<file path="config.mk">
export PLATFORM = sky130hd
export DESIGN_NAME = gps_iq_packer_flat
export DESIGN_NICKNAME = d
export VERILOG_FILES = /design/src/rtl/gps_iq_packer_if.sv /design/src/rtl/gps_iq_packer.sv /design/src/flat_wrapper.sv
export SDC_FILE = /design/constraint.sdc
export NUM_CORES = 1
export LEC_CHECK = 0
export BUFFER_PORTS_ARGS = -buffer_cell sky130_fd_sc_hd__buf_2
export CAP_MARGIN = 20
export CORE_MARGIN = 4
export CORE_UTILIZATION = 25
export DETAILED_ROUTE_END_ITERATION = 10
export GPL_TIMING_DRIVEN = 1
export SETUP_SLACK_MARGIN = 0.2
export SKIP_CTS_REPAIR_TIMING = 1
export SYNTH_ARGS = -nofsm -noshare
export SYNTH_HDL_FRONTEND = slang
export SYNTH_SLANG_ARGS = --single-unit
</file>
<file path="constraint.sdc">
create_clock -name clk -period 2.75 [get_ports clk]
set_clock_uncertainty 0.2 [all_clocks]
set_input_delay 0.275 -clock clk [delete_from_list [all_inputs] [get_ports clk]]
set_output_delay 0.275 -clock clk [all_outputs]
set_load 0.1 [all_outputs]
</file>
<file path="src/rtl/gps_iq_packer_if.sv">
// rtl/gps_iq_packer_if.sv - byte stream interface for the packed IQ output
// Purpose: carries packed IQ bytes from gps_iq_packer to the host/file-dump sink.
// Signals:
//   out_data   8  packed byte {q1,i1,q0,i0}
//   out_valid  1  out_data holds a byte
//   out_ready  1  sink accepts the byte when out_valid && out_ready
// Modports: master = byte producer, slave = byte consumer.
interface gps_iq_packer_if;
  logic [7:0] out_data;
  logic       out_valid;
  logic       out_ready;

  modport master (output out_data, output out_valid, input out_ready);
  modport slave  (input out_data, input out_valid, output out_ready);
endinterface

</file>
<file path="src/rtl/gps_iq_packer.sv">
// rtl/gps_iq_packer.sv - packs 2-bit L1 I/Q samples into bytes and buffers them in a FIFO
// Purpose: samples I/Q on each rising adc_clk edge (adc_clk treated as data),
//   packs two samples per byte as {q1,i1,q0,i0} and queues bytes in a show-ahead FIFO.
// Ports:
//   clk, rst        system clock; asynchronous active-low reset
//   pack_en         1 = capture and pack; 0 = idle, partial byte discarded
//   adc_clk         front-end sample clock, synchronised and edge-detected
//   i_sample        2-bit I sample
//   q_sample        2-bit Q sample
//   iq_out          byte stream (out_data/out_valid/out_ready)
//   fifo_level      bytes currently held
//   overflow        sticky flag, set when a completed byte is dropped
//   clr_overflow    pulse clearing overflow and drop_count
//   byte_count      bytes written into the FIFO (wraps)
//   drop_count      bytes dropped on a full FIFO (saturates)
module gps_iq_packer #(
  parameter int FIFO_DEPTH  = 16,
  parameter int SYNC_STAGES = 2,
  parameter int CNT_W       = 32,
  localparam int AW = $clog2(FIFO_DEPTH),
  localparam int LW = AW + 1
) (
  input  logic                 clk,
  input  logic                 rst,
  input  logic                 pack_en,
  input  logic                 adc_clk,
  input  logic [1:0]           i_sample,
  input  logic [1:0]           q_sample,
  gps_iq_packer_if.master      iq_out,
  output logic [LW-1:0]        fifo_level,
  output logic                 overflow,
  input  logic                 clr_overflow,
  output logic [CNT_W-1:0]     byte_count,
  output logic [CNT_W-1:0]     drop_count
);

  // {adc_clk, q, i} travel together so the sample stays aligned with its edge.
  logic [4:0]    sync_q [SYNC_STAGES];
  logic          adc_prev;
  logic          phase;
  logic [3:0]    nib0;
  logic [7:0]    mem [FIFO_DEPTH];
  logic [AW-1:0] wr_ptr;
  logic [AW-1:0] rd_ptr;
  logic          out_valid_q;

  logic [4:0]    tap;
  logic          capture;
  logic          push;
  logic          pop;
  logic          full;
  logic          accept;
  logic          drop;
  logic [7:0]    wr_byte;
  logic [LW-1:0] level_after_pop;

  assign tap             = sync_q[SYNC_STAGES-1];
  assign capture         = tap[4] & ~adc_prev;
  assign push            = capture & pack_en & phase;
  assign pop             = out_valid_q & iq_out.out_ready;
  assign full            = (fifo_level == LW'(FIFO_DEPTH));
  // A full FIFO still takes the byte when a pop frees a slot on the same edge.
  assign accept          = push & (~full | pop);
  assign drop            = push & full & ~pop;
  assign wr_byte         = {tap[3:0], nib0};
  assign level_after_pop = fifo_level - LW'(pop);

  // Show-ahead read; data is forced to zero whenever nothing is presented.
  assign iq_out.out_valid = out_valid_q;
  assign iq_out.out_data  = out_valid_q ? mem[rd_ptr] : 8'h00;

  always_ff @(posedge clk or negedge rst) begin
    if (!rst) begin
      for (int s = 0; s < SYNC_STAGES; s++) sync_q[s] <= '0;
      adc_prev    <= 1'b0;
      phase       <= 1'b0;
      nib0        <= 4'h0;
      wr_ptr      <= '0;
      rd_ptr      <= '0;
      fifo_level  <= '0;
      out_valid_q <= 1'b0;
      overflow    <= 1'b0;
      byte_count  <= '0;
      drop_count  <= '0;
    end else begin
      sync_q[0] <= {adc_clk, q_sample, i_sample};
      for (int s = 1; s < SYNC_STAGES; s++) sync_q[s] <= sync_q[s-1];
      adc_prev <= tap[4];

      if (!pack_en) begin
        phase <= 1'b0;
      end else if (capture) begin
        if (!phase) nib0 <= tap[3:0];
        phase <= ~phase;
      end

      if (accept) begin
        wr_ptr     <= wr_ptr + 1'b1;
        byte_count <= byte_count + 1'b1;
      end
      if (pop) rd_ptr <= rd_ptr + 1'b1;
      fifo_level <= level_after_pop + LW'(accept);

      // Entries pushed this cycle are not counted, so valid rises one cycle
      // after a write into an empty FIFO; remaining entries show without a bubble.
      out_valid_q <= (level_after_pop != '0);

      // A drop on the same cycle as a clear wins: the count restarts at one.
      if (drop) begin
        overflow <= 1'b1;
        if (clr_overflow)     drop_count <= CNT_W'(1);
        else if (!(&drop_count)) drop_count <= drop_count + 1'b1;
      end else if (clr_overflow) begin
        overflow   <= 1'b0;
        drop_count <= '0;
      end
    end
  end

  always_ff @(posedge clk) begin
    if (accept) mem[wr_ptr] <= wr_byte;
  end

endmodule

</file>
<file path="src/flat_wrapper.sv">
// flat-port wrapper written by rule: the top's interface ports become plain ports
module gps_iq_packer_flat 
#(
  parameter int FIFO_DEPTH  = 16,
  parameter int SYNC_STAGES = 2,
  parameter int CNT_W       = 32,
  localparam int AW = $clog2(FIFO_DEPTH),
  localparam int LW = AW + 1
)
  (clk, rst, pack_en, adc_clk, i_sample, q_sample, fifo_level, overflow, clr_overflow, byte_count, drop_count, iq_out_out_data, iq_out_out_valid, iq_out_out_ready);
  gps_iq_packer_if iq_out_i ();
  input  logic clk;
  input  logic rst;
  input  logic pack_en;
  input  logic adc_clk;
  input  logic [1:0] i_sample;
  input  logic [1:0] q_sample;
  output logic [LW-1:0] fifo_level;
  output logic overflow;
  input  logic clr_overflow;
  output logic [CNT_W-1:0] byte_count;
  output logic [CNT_W-1:0] drop_count;
  output wire logic [$bits(iq_out_i.out_data)-1:0] iq_out_out_data;
  output wire logic [$bits(iq_out_i.out_valid)-1:0] iq_out_out_valid;
  input wire logic [$bits(iq_out_i.out_ready)-1:0] iq_out_out_ready;
  assign iq_out_out_data = iq_out_i.out_data;
  assign iq_out_out_valid = iq_out_i.out_valid;
  assign iq_out_i.out_ready = iq_out_out_ready;
  gps_iq_packer #(.FIFO_DEPTH(FIFO_DEPTH), .SYNC_STAGES(SYNC_STAGES), .CNT_W(CNT_W)) u_core (.clk(clk), .rst(rst), .pack_en(pack_en), .adc_clk(adc_clk), .i_sample(i_sample), .q_sample(q_sample), .iq_out(iq_out_i), .fifo_level(fifo_level), .overflow(overflow), .clr_overflow(clr_overflow), .byte_count(byte_count), .drop_count(drop_count));
endmodule
</file>
After elaboration in Yosys (flattened, before gate mapping). Memories as Yosys holds them, arrays and structs flattened. Cells that the tools add are included.

$lt $le $gt $ge: 0. Shift operators: 0. Mux-type cells: 11. Divide/modulo/power cells: 0. Equal/unequal tests: 3. Add/sub/neg operators: 6. Reductions and logical operators: 5. Bitwise logic cells: 12. Multiply operators: 0.

Operators with widths (number): two-way mux 32 bit (4); adder 32 x 1 -> 32 bit (second input constant) (2); AND reduction 32 bit (1); adder 4 x 1 -> 4 bit (second input constant) (2); two-way mux 8 bit (1); AND 1 bit (7); two-way mux 1 bit (6); adder 5 x 1 -> 5 bit (1); equality test 5 bit (second input constant) (1); nonzero test 5 bit (1); subtractor 5 x 1 -> 5 bit (1); inverter 1 bit (4); AND reduction 3 bit (1); inequality test 2 x 1 -> 1 bit (second input constant) (1); inequality test 2 bit (second input constant) (1); AND reduction 2 bit (1); nonzero test 2 bit (1); OR 1 bit (1).

Output and inout bits: 79. Memory bits (read-only): 0. Input bits: 10. Bits in writable memories: 128. Bits in latches: 0. Memories kept: 1. Register bits after elaboration: 95.

Memories: u_core.mem (words 16, width 8, rd ports 1, clocked after Yosys merged registers in 0, write ports 1, line gps_iq_packer.sv:42) `logic [7:0] mem [FIFO_DEPTH];`.

Logic depth before layout (Yosys ltp). Gate-level depths: netlist (run 1).

Depth after elaboration: 8. Gate-level depth with buffers: 11. Gate-level depth less buffers: 9.

Worst setup path before layout (run 1). OpenSTA, ideal clock, no wires.

Kind: flip-flop to flip-flop. From: register u_core.out_valid_q, in the netlist u_core.iq_out.out_valid. To: memory u_core.mem[0][0], enable pin. Clock period less this slack: 3.378 ns. Arrival: 2.795 ns. Stages on the path, launching flop included: 8. Library setup time: 0.383 ns. Required time: 2.167 ns. Path buffers: 2. Slack: -0.628 ns. Cell sequence: dfrtp_1 and2_1 buf_2 nor3_1 nor2_1 clkbuf_1 nand2_1 nor3_1.

Word-level cells in the longest chain between the ends: 5.

Ends and longest elaborated chain: start: declaration (line gps_iq_packer.sv:45) `logic out_valid_q;`; start signal: assignment (line gps_iq_packer.sv:106) `out_valid_q <= (level_after_pop != '0);`; AND 1 bit (line gps_iq_packer.sv:60) `assign pop = out_valid_q & iq_out.out_ready;`; OR 1 bit (line gps_iq_packer.sv:63) `assign accept = push & (~full | pop);`; AND 1 bit (line gps_iq_packer.sv:63); via u_core.accept (line gps_iq_packer.sv:52) `logic accept;`; two-way mux 1 bit (line gps_iq_packer.sv:121) `if (accept) mem[wr_ptr] <= wr_byte;`; two-way mux 1 bit (not written as such) (line gps_iq_packer.sv:121); end: declaration (line gps_iq_packer.sv:42).

The timed path passes the listed nets, and every way through them passes these cells.

Worst setup path in the final report (run 1).
From: register u_core.rd_ptr[0]. To: output port iq_out_out_data[5].

Word-level cells in the longest chain between the ends: 2.

Ends and longest elaborated chain: start: declaration (line gps_iq_packer.sv:44) `logic [AW-1:0] rd_ptr;`; start signal: assignment (line gps_iq_packer.sv:101) `if (pop) rd_ptr <= rd_ptr + 1'b1;`; memory read (16 x 8 bit); two-way mux 8 bit (line gps_iq_packer.sv:70) `assign iq_out.out_data = out_valid_q ? mem[rd_ptr] : 8'h00;`; end: declaration (line flat_wrapper.sv:23) `output wire logic [$bits(iq_out_i.out_data)-1:0] iq_out_out_data;`.

Every way passes these cells.

==> flow_summary.yaml, run 1 <==
clock_tree:
  cts_max_path_buffers: 3
  numCtsBuffers: 26
  cts_max_level: 1
  clock_tree.root_cell: "sky130_fd_sc_hd__clkbuf_16"
  worst_setup_hold_path_clk_slew_ns: 0.06
  clock_latency_ns: 0.54
  clock_sink_count: 223
  cts_tree: "done"
timing:
  period_share_pct: 111
  worst_slew_pin_slew_ns: 0.735
  final_worst_path_setup_slack_ns: -0.289
  number_of_setup_violations_in_the_final_report: 8
  timing.final.max_slew_violations: 0
  final.min_clock_period_ns: 3.04
  unrepaired_setup_endpoints_after_global_routing: "true"
  clock.fmax_mhz: 329
  hold_viol_final: 0
  fin_tns_setup_ns: -2.10
  final.hold.worst_slack_ns: 0.103
  max-slew-margin-rel_pct: 51.0
layout:
  ff_latch_area_mm2: 0.00628
  antenna_cells: 0
  nets: 801
  post_route_cells_drive_above_1_share_pct: 41.9
  syn_to_final_growth_pct: 31.5
  final-instance-count-excl-fill: 1304
  fillCellCount: 3605
  multiInputGateArea_mm2: 0.00336
  post-route-util_pct: 33.5
synth:
  synth_cell_type_count: 53
  postSynthRegisterBits: 223
  netlist_top_cells_area: "sky130_fd_sc_hd__edfxtp_1 41%, sky130_fd_sc_hd__dfrtp_1 25%, sky130_fd_sc_hd__mux4_2 9.6%"
  post_synth_instance_area_mm2: 0.00939
  synth-async-reset-ratio_pct: 42.6
  synth_sequential_area_ratio_pct: 66.2
  dominantRegCellSynth: "sky130_fd_sc_hd__edfxtp_1"
  ys_top_cells_by_count: "128 x sky130_fd_sc_hd__edfxtp_1, 95 x sky130_fd_sc_hd__dfrtp_1, 40 x sky130_fd_sc_hd__mux4_2"
  post_synthesis_mean_instance_area_um2: 15.0
  synth_area_leader_cell: "sky130_fd_sc_hd__edfxtp_1"
  yosys_warnings: 0
  synth_top_cell_area_share_pct: 40.9
  synth_enable_flop_cells: 128
  synthesis.nets: 645
  syn_inst: 624
  most_common_cell_in_the_synthesized_netlist: "sky130_fd_sc_hd__edfxtp_1"
placement:
  dpl.cell_count: 1236
  placement.io_buffers: 88
  dp_worst_setup_slack_ns: 0.0109
  finalWeightedCongestion: 0.769
  dp_hpwl_mm: 15.1
global_route:
  grt_pass1_wl_mm: 35.3
  final_global_route_overflow_total: 0
  grt_antenna_before_repair: 0
  number_of_global_route_vias_before_repair: 5881
  grt_start_max_net_pins: 56
  grt_use_total_pct: 10.7
routing:
  post_drt_via_cell_ratio: 4.53
  wl_mm: 22.7
  ant_nets: 0
  wl_per_cell_um: 17.4
  drc: 0
  detail_route.iter0.violations: 265
  drt_first_pass_iters: 4
  routed-via-count: 5901
die:
  boundaryPins: 89
  fp.dieW_um: 202
  number_of_placement_rows: 70
  die_height_um: 202
  die-area_mm2: 0.0407
  placeableCoreArea_mm2: 0.0369
  initial_utilization_pct: 25.5
setup_path:
  critical_path.startpoint_type: "register"
  timing_worst_setup_path_type: "reg2out"
  worst-endpoint-arrival_ns: 2.56
  worst_setup_path_end_kind: "output port"
  crit_required_ns: 2.28
  largest_driver_fanout_on_the_critical_path: 16
power_and_ir_drop:
  sw_frac_of_total_pct: 35.0
  seqPwrFrac_pct: 35.4
  switchingPower_mw: 3.99
  cellPowerDensity_mw_per_mm2: 925
  power.leakage_nw: 4.56
  clockPowerShare_pct: 29.2
  irDropWorstVdd_v: 0.000908
  combinationalPowerShare_pct: 35.4
  p_int_mw: 7.43
hold_path:
  worst_hold_path_type: "in2reg"
run_status:
  outcome: "finished, violations left"
  violated_checks: "negative setup slack"
flow_run:
  maximum_capacitance_violations: 0
layer usage:
layer	part of all wire (%)	global-route usage [%]	routed length, µm	vias up
li1	-	-	-	2733
met1	46	14.7	10400	2991
met2	47	17.1	10600	140
met3	4.6	2.41	1040	37
met4	2.7	2.86	611	0
met5	0	0	0	-
stage by stage:
stage / power (mW) / instance area (µm²)
after floorplan: 6.87 / 9570
after global routing: 11.9 / 12300
final: 11.4 / 12300
after CTS: 11.0 / 11800
after detailed placement: 7.61 / 11000
after global placement: 7.56 / 11000
cells by family (layout without fill, tap and decap cells):
family	count (synthesis)	count (layout)	synth area share, %
simple gates	200	200	12.0
flops	223	223	66.2
compound gates	63	65	4.13
xor+xnor	45	45	4.20
buf+inv	35	209	1.49
mux	47	47	10.4
fa+ha+maj	11	11	1.47
worst paths after layout:
check                                  endpoint  slack (ns)  depth (start not counted)                  from
hold reg to reg                   u_core.tap[3]        0.15                          0      u_core.sync_q[8]
max in group asynchronous         u_core.tap[3]        1.54                          3                   rst
setup / recovery             iq_out_out_data[5]       -0.29                          5      u_core.rd_ptr[0]
min in group asynchronous  u_core.drop_count[8]        0.15                          3                   rst
hold / removal             u_core.drop_count[7]        0.10                          2          clr_overflow
setup reg to reg           u_core.drop_count[5]           0                          6  u_core.fifo_level[1]
registers in the layout, indices dropped and copies added (netlist names):
name	flops
u_core.mem	128
u_core.byte_count	32
u_core.drop_count	32
u_core.fifo_level	5
u_core.sync_q	5
u_core.tap	5
u_core.nib0	4
u_core.rd_ptr	4
u_core.wr_ptr	4
u_core.adc_prev	1
u_core.iq_out.out_valid	1
u_core.overflow	1
u_core.phase	1
cell type report:
cell class | count | share of cell area (%)
Multi-Input combinational cell | 368 | 27.2
Tap cell | 504 | 5.11
Clock inverter | 9 | 0.669
Sequential cell | 223 | 50.9
Inverter | 12 | 0.365
Clock buffer | 39 | 6.07
Timing Repair Buffer | 149 | 9.66
worst max-delay path: stages, from the launching register on:
cell and delay [ns]:
sky130_fd_sc_hd__dfrtp_2 0.44, sky130_fd_sc_hd__buf_12 0.21, sky130_fd_sc_hd__mux4_2 0.53, sky130_fd_sc_hd__mux4_2 0.50, sky130_fd_sc_hd__and2_4 0.19, sky130_fd_sc_hd__buf_12 0.16
placed cells by master (no fill, tap or decap), types with 23 or more instances in the layout:
cell type	netlist	final
sky130_fd_sc_hd__nand2_1	37	33
sky130_fd_sc_hd__edfxtp_1	128	128
sky130_fd_sc_hd__buf_4	0	36
sky130_fd_sc_hd__dfrtp_1	95	54
sky130_fd_sc_hd__mux4_2	40	40
sky130_fd_sc_hd__dfrtp_2	0	36
sky130_fd_sc_hd__clkbuf_16	0	27
sky130_fd_sc_hd__buf_2	1	79
sky130_fd_sc_hd__xnor2_1	34	34
sky130_fd_sc_hd__nand4_1	23	23
power groups by stage:
stage                     Sequential, mW  Combinational (mW)  Clock (mW)
after detailed placement            4.11                3.50           0
after CTS                           4.04                3.51        3.45
after global placement              4.09                3.47           0
after floorplan                     4.41                2.46           0
final                               4.05                4.04        3.33
after global routing                4.08                4.24        3.60
No activity file was read; power rests on OpenSTA's default activity.
==> run 2, diff against run 1 <==
--- a/config.mk
+++ b/config.mk
@@ -10,9 +10,8 @@
 export CORE_MARGIN = 4
 export CORE_UTILIZATION = 25
 export DETAILED_ROUTE_END_ITERATION = 10
-export GPL_TIMING_DRIVEN = 1
+export GPL_TIMING_DRIVEN = 0
 export SETUP_SLACK_MARGIN = 0.2
-export SKIP_CTS_REPAIR_TIMING = 1
 export SYNTH_ARGS = -nofsm -noshare
 export SYNTH_HDL_FRONTEND = slang
 export SYNTH_SLANG_ARGS = --single-unit
==> run 2 against run 1 <==
- the flow still finishes with violations (negative setup slack)
- sequential power fell by 1%
- global-route usage is 0.40 points higher
- final area up 1.8%
- non-clock buffer count rose by 3
- register-to-register slack better by 0.03 ns
- routed wire length increased by 2.6%
- worst setup slack worse by 0.042 ns
- worst hold slack improved by 0.0096 ns
- die area unchanged
- sequential cell count unchanged
- count of clock-buffer cells in the layout decreased by 4
- critical path type unchanged
- largest cell class unchanged
- largest power group is now combinational cells
==> flow_summary.yaml, run 2 (synthesis gave the netlist of run 1 again) <==
global_route:
  grt_start_max_net_pins: 49
  final_global_route_overflow_total: 0
  grt_antenna_before_repair: 0
  grt_pass1_wl_mm: 36.2
  number_of_global_route_vias_before_repair: 6106
  grt_use_total_pct: 11.1
die:
  initial_utilization_pct: 25.5
  boundaryPins: 89
  number_of_placement_rows: 70
  die-area_mm2: 0.0407
  fp.dieW_um: 202
  die_height_um: 202
  placeableCoreArea_mm2: 0.0369
layout:
  ff_latch_area_mm2: 0.00628
  final-instance-count-excl-fill: 1301
  syn_to_final_growth_pct: 33.8
  largest-register: "u_core.mem"
  flip_flop_count_of_the_largest_register_all_copies_and_words_added: 128
  multiInputGateArea_mm2: 0.00349
  final_cell_mix: "128 x sky130_fd_sc_hd__edfxtp_1, 81 x sky130_fd_sc_hd__buf_2, 55 x sky130_fd_sc_hd__dfrtp_1, 40 x sky130_fd_sc_hd__mux4_2, 35 x sky130_fd_sc_hd__dfrtp_2"
  post_route_cells_drive_above_1_share_pct: 41.3
  fillCellCount: 3576
  largest_registers: "u_core.mem: 128 flops, u_core.byte_count: 32 flops, u_core.drop_count: 32 flops"
  layout_commonest_cell: "sky130_fd_sc_hd__edfxtp_1"
  antenna_cells: 0
  post-route-util_pct: 34.1
  nets: 801
  layout.cell_area.non_filler_mm2: 0.0126
routing:
  detail_route.iter0.violations: 348
  ant_nets: 0
  drc: 0
  wl_per_cell_um: 17.9
  post_drt_via_cell_ratio: 4.60
  wl_mm: 23.2
  drt_first_pass_iters: 4
  routed-via-count: 5990
run_status:
  violated_checks: "negative setup slack"
  outcome: "finished, violations left"
timing:
  timing.final.max_slew_violations: 0
  period_share_pct: 112
  final_worst_path_setup_slack_ns: -0.331
  clock.fmax_mhz: 325
  final.hold.worst_slack_ns: 0.113
  number_of_setup_violations_in_the_final_report: 8
  unrepaired_setup_endpoints_after_global_routing: "true"
  hold_viol_final: 0
  fin_tns_setup_ns: -2.50
  max-slew-margin-rel_pct: 40.3
  final.min_clock_period_ns: 3.08
  worst_slew_pin_slew_ns: 0.893
placement:
  dp_hpwl_mm: 15.3
  placed_area_mm2: 0.0107
  dpl.cell_count: 1219
  dp_worst_setup_slack_ns: -0.376
  finalWeightedCongestion: 0.785
  placement.io_buffers: 88
setup_path:
  worst_setup_path_end_kind: "output port"
  worst_path_largest_cell_delay_ns: 0.56
  largest_driver_fanout_on_the_critical_path: 6
  r2r-end: "u_core.drop_count[7]"
  r2r_slack_ns: 0.03
  worstReg2RegStart: "u_core.fifo_level[2]"
  worst-endpoint-arrival_ns: 2.61
  critical-path-top-delay-family: "multiplexers"
  crit_required_ns: 2.28
  timing.critical_path.mode_cell: "sky130_fd_sc_hd__mux4_2"
  timing_worst_setup_path_type: "reg2out"
  reg2reg_depth: 5
  critical_path.startpoint_type: "register"
  path_cells: "buf_8 > clkbuf_16 > mux4_2 > mux4_2 > and2_4 > buf_12"
  timing.critical_path.buf_inv: 3
  critical-path-slowest-cell: "sky130_fd_sc_hd__mux4_2"
clock_tree:
  clock_tree.root_cell: "sky130_fd_sc_hd__clkbuf_16"
  worst_setup_hold_path_clk_slew_ns: 0.06
  clock_sink_count: 223
  cts_max_level: 1
  cts_max_path_buffers: 3
  cts_tree: "done"
  clock_latency_ns: 0.52
  numCtsBuffers: 25
hold_path:
  worst_hold_path_type: "in2reg"
  min_to: "u_core.rd_ptr[0]"
  hold_depth: 4
  holdCritStartpoint: "iq_out_out_ready"
power_and_ir_drop:
  total_power_mw: 11.7
  power.leakage_nw: 4.61
  irDropWorstVdd_v: 0.000872
  cellPowerDensity_mw_per_mm2: 928
flow_run:
  maximum_capacitance_violations: 0
[run 2: cell types whose count changed in the layout (fill, tap and decap cells not counted), sizes merged]
cell     delta
a41o        -1
buf        -12
bufinv      +2
clkbuf     +11
clkinv      -1
inv         -1
o2111ai     -1
[run 2: how the worst max path moves through the flow]
stage | start | to | slack, ns | cells after the start
after CTS | u_core.rd_ptr[0] | iq_out_out_data[0] | -0.35 | 6
after detailed placement | u_core.rd_ptr[1] | iq_out_out_data[4] | -0.38 | 6
after global routing | u_core.rd_ptr[0] | iq_out_out_data[0] | -0.40 | 6
after global placement | u_core.fifo_level[1] | u_core.byte_count[28] | -0.60 | 5
final | u_core.rd_ptr[0] | iq_out_out_data[2] | -0.33 | 6
after floorplan | u_core.fifo_level[1] | u_core.drop_count[11] | -0.04 | 6
[run 2: final cells by class]
class / instances / area share [%]
clock buffer: 35 / 5.52
inverter: 12 / 0.358
timing repair buffer: 129 / 8.56
buffer: 23 / 1.84
clock inverter: 9 / 0.936
sequential: 223 / 50.0
multi-input combinational: 366 / 27.8
tap: 504 / 5.02
[run 2: worst register-to-register path: stages, from the launching register on]
cell and delay (ns):
sky130_fd_sc_hd__dfrtp_4 0.47, sky130_fd_sc_hd__or4b_4 0.58, sky130_fd_sc_hd__or4_4 0.49, sky130_fd_sc_hd__a41o_4 0.31, sky130_fd_sc_hd__or4_1 0.48, sky130_fd_sc_hd__a21oi_1 0.13
[run 2: power by group]
group | switching [mW] | total [mW] | internal [mW]
clock | 1.31 | 3.34 | 2.03
sequential | 0.220 | 4.00 | 3.78
combinational | 2.55 | 4.33 | 1.78
[run 2: repair_timing]
item                                    4_1_cts  5_1_grt
hold endpoints to repair                     55        0
setup buffers                                20        5
pin swaps                                    28       14
cloned                                        3        2
gates resized for setup                     105       46
hold buffers                                  8        0
endpoints found under the setup margin      183       83
[run 2: per-layer routing]
| layer | up-vias | GRT usage [%] | routed length (µm) |
|---|---|---|---|
| li1 | 2738 | - | - |
| met1 | 3069 | 15.4 | 10300 |
| met2 | 148 | 18.2 | 11300 |
| met3 | 35 | 1.94 | 1150 |
| met4 | 0 | 2.61 | 521 |
| met5 | - | 0 | 0 |
==> run 3, diff against run 2 <==
--- a/config.mk
+++ b/config.mk
@@ -12,6 +12,7 @@
 export DETAILED_ROUTE_END_ITERATION = 10
 export GPL_TIMING_DRIVEN = 0
 export SETUP_SLACK_MARGIN = 0.2
+export SKIP_CTS_REPAIR_TIMING = 1
 export SYNTH_ARGS = -nofsm -noshare
 export SYNTH_HDL_FRONTEND = slang
 export SYNTH_SLANG_ARGS = --single-unit
==> run 3 against run 2 <==
- the run still ends with negative setup slack left
- sequential share of layout area down 0.17 points
- non-clock buffer count up 2
- routed wire length down 1.2%
- core utilization up 0.13 points
- worst setup slack worse by 0.023 ns
- critical path depth unchanged
==> flow_summary.yaml, run 3 (synthesis gave the netlist of run 1 again) <==
global_route:
  grt_use_total_pct: 10.7
  number_of_global_route_vias_before_repair: 5842
  globalRouteMet3Util_pct: 2.05
  grt_pass1_wl_mm: 34.9
  grt_use_met1_pct: 15.0
  top_usage_layer: "met2"
  grt_start_max_net_pins: 49
  grt_antenna_before_repair: 0
  use_met2_pct: 17.3
  final_global_route_overflow_total: 0
flow_run:
  maximum_capacitance_violations: 0
clock_tree:
  worst_setup_hold_path_clk_slew_ns: 0.06
  cts_tree: "done"
  cts_max_path_buffers: 3
  cts_max_level: 1
  clock_latency_ns: 0.52
  clock_tree.root_cell: "sky130_fd_sc_hd__clkbuf_16"
  numCtsBuffers: 25
  clock_sink_count: 223
timing:
  number_of_setup_violations_in_the_final_report: 11
  hold_viol_final: 0
  clock.fmax_mhz: 322
  timing.final.max_slew_violations: 0
  final.hold.worst_slack_ns: 0.131
  max-slew-margin-rel_pct: 41.6
  final_worst_path_setup_slack_ns: -0.354
  worst_slew_pin_slew_ns: 0.873
  fin_tns_setup_ns: -2.49
  final.min_clock_period_ns: 3.10
  period_share_pct: 113
  unrepaired_setup_endpoints_after_global_routing: "true"
layout:
  antenna_cells: 0
  post-route-util_pct: 34.2
  largest_registers: "u_core.mem: 128 flops, u_core.byte_count: 32 flops, u_core.drop_count: 32 flops"
  largest-register: "u_core.mem"
  layout.cell_area.non_filler_mm2: 0.0126
  final_cell_mix: "128 x sky130_fd_sc_hd__edfxtp_1, 81 x sky130_fd_sc_hd__buf_2, 54 x sky130_fd_sc_hd__dfrtp_1, 40 x sky130_fd_sc_hd__mux4_2, 36 x sky130_fd_sc_hd__dfrtp_2"
  flip_flop_count_of_the_largest_register_all_copies_and_words_added: 128
  layout_commonest_cell: "sky130_fd_sc_hd__edfxtp_1"
  post_route_cells_drive_above_1_share_pct: 41.8
  syn_to_final_growth_pct: 34.3
  nets: 803
placement:
  placement.io_buffers: 88
  dp_worst_setup_slack_ns: -0.376
  placed_area_mm2: 0.0107
  dp_hpwl_mm: 15.3
  finalWeightedCongestion: 0.785
run_status:
  outcome: "finished, violations left"
  violated_checks: "negative setup slack"
die:
  die-area_mm2: 0.0407
  die_height_um: 202
  initial_utilization_pct: 25.5
  number_of_placement_rows: 70
  boundaryPins: 89
  fp.dieW_um: 202
  placeableCoreArea_mm2: 0.0369
setup_path:
  crit_required_ns: 2.28
  critical-path-slowest-cell: "sky130_fd_sc_hd__mux4_2"
  timing_worst_setup_path_type: "reg2out"
  r2r_slack_ns: -0.02
  timing.critical_path.buf_inv: 3
  worst_path_largest_cell_delay_ns: 0.56
  critical-path-top-delay-family: "multiplexers"
  critical_path.startpoint_type: "register"
  largest_driver_fanout_on_the_critical_path: 5
  worst-endpoint-arrival_ns: 2.63
  path_cells: "buf_12 > clkbuf_16 > mux4_2 > mux4_2 > and2_4 > buf_12"
  worst_setup_path_end_kind: "output port"
routing:
  wl_per_cell_um: 17.6
  routed-via-count: 5955
  post_drt_via_cell_ratio: 4.57
  drt_first_pass_iters: 5
  detail_route.iter0.violations: 350
  wl_mm: 23.0
  drc: 0
  ant_nets: 0
power_and_ir_drop:
  irDropWorstVdd_v: 0.000842
  cellPowerDensity_mw_per_mm2: 931
  power.leakage_nw: 4.61
hold_path:
  worst_hold_path_type: "in2reg"
run 3: per-layer routing:
metal  vias to the layer above  share of wire, %
met5                         -                 0
met4                         0               2.1
met3                        32               4.6
met2                       139                49
met1                      3051                45
li1                       2733                 -
run 3: final cells by class:
type / count / area, µm²
Clock buffer: 35 / 693
Clock inverter: 9 / 118
Timing Repair Buffer: 131 / 1120
Sequential cell: 223 / 6280
Multi-Input combinational cell: 366 / 3500
Fill cell: 3583 / 24300
Buffer: 23 / 219
Inverter: 12 / 45.0
Tap cell: 504 / 631
run 3: final timing paths:
check	from	end	depth (start not counted)
max	u_core.rd_ptr[0]	iq_out_out_data[2]	6
min	iq_out_out_ready	u_core.rd_ptr[0]	4
max reg2reg	u_core.fifo_level[1]	u_core.drop_count[2]	6
min reg2reg	u_core.sync_q[7]	u_core.tap[2]	0
max in group asynchronous	rst	u_core.fifo_level[4]	3
min in group asynchronous	rst	u_core.tap[2]	2
run 3: where the power goes:
| group | internal, mW | leakage (nW) | switching (mW) | total [mW] |
|---|---|---|---|---|
| Sequential | 3.78 | 2.35 | 0.220 | 4.00 |
| Combinational | 1.85 | 1.87 | 2.56 | 4.41 |
| Clock | 2.03 | 0.399 | 1.31 | 3.33 |
| Total | 7.65 | 4.61 | 4.09 | 11.7 |
run 3: worst register-to-register path, cell delays in order (launching register included):
cell and delay, ns:
sky130_fd_sc_hd__dfrtp_4 0.49, sky130_fd_sc_hd__or4b_4 0.53, sky130_fd_sc_hd__or4_4 0.54, sky130_fd_sc_hd__a41o_4 0.31, sky130_fd_sc_hd__clkbuf_16 0.17, sky130_fd_sc_hd__or3_1 0.32, sky130_fd_sc_hd__a21oi_2 0.12
run 3: stage by stage:
step                      total power, mW  instances
after floorplan                      6.87        624
after global placement               7.49       1216
after detailed placement             7.53       1219
after CTS                            10.9       1263
after global routing                 12.2       1303
final                                11.7       1303
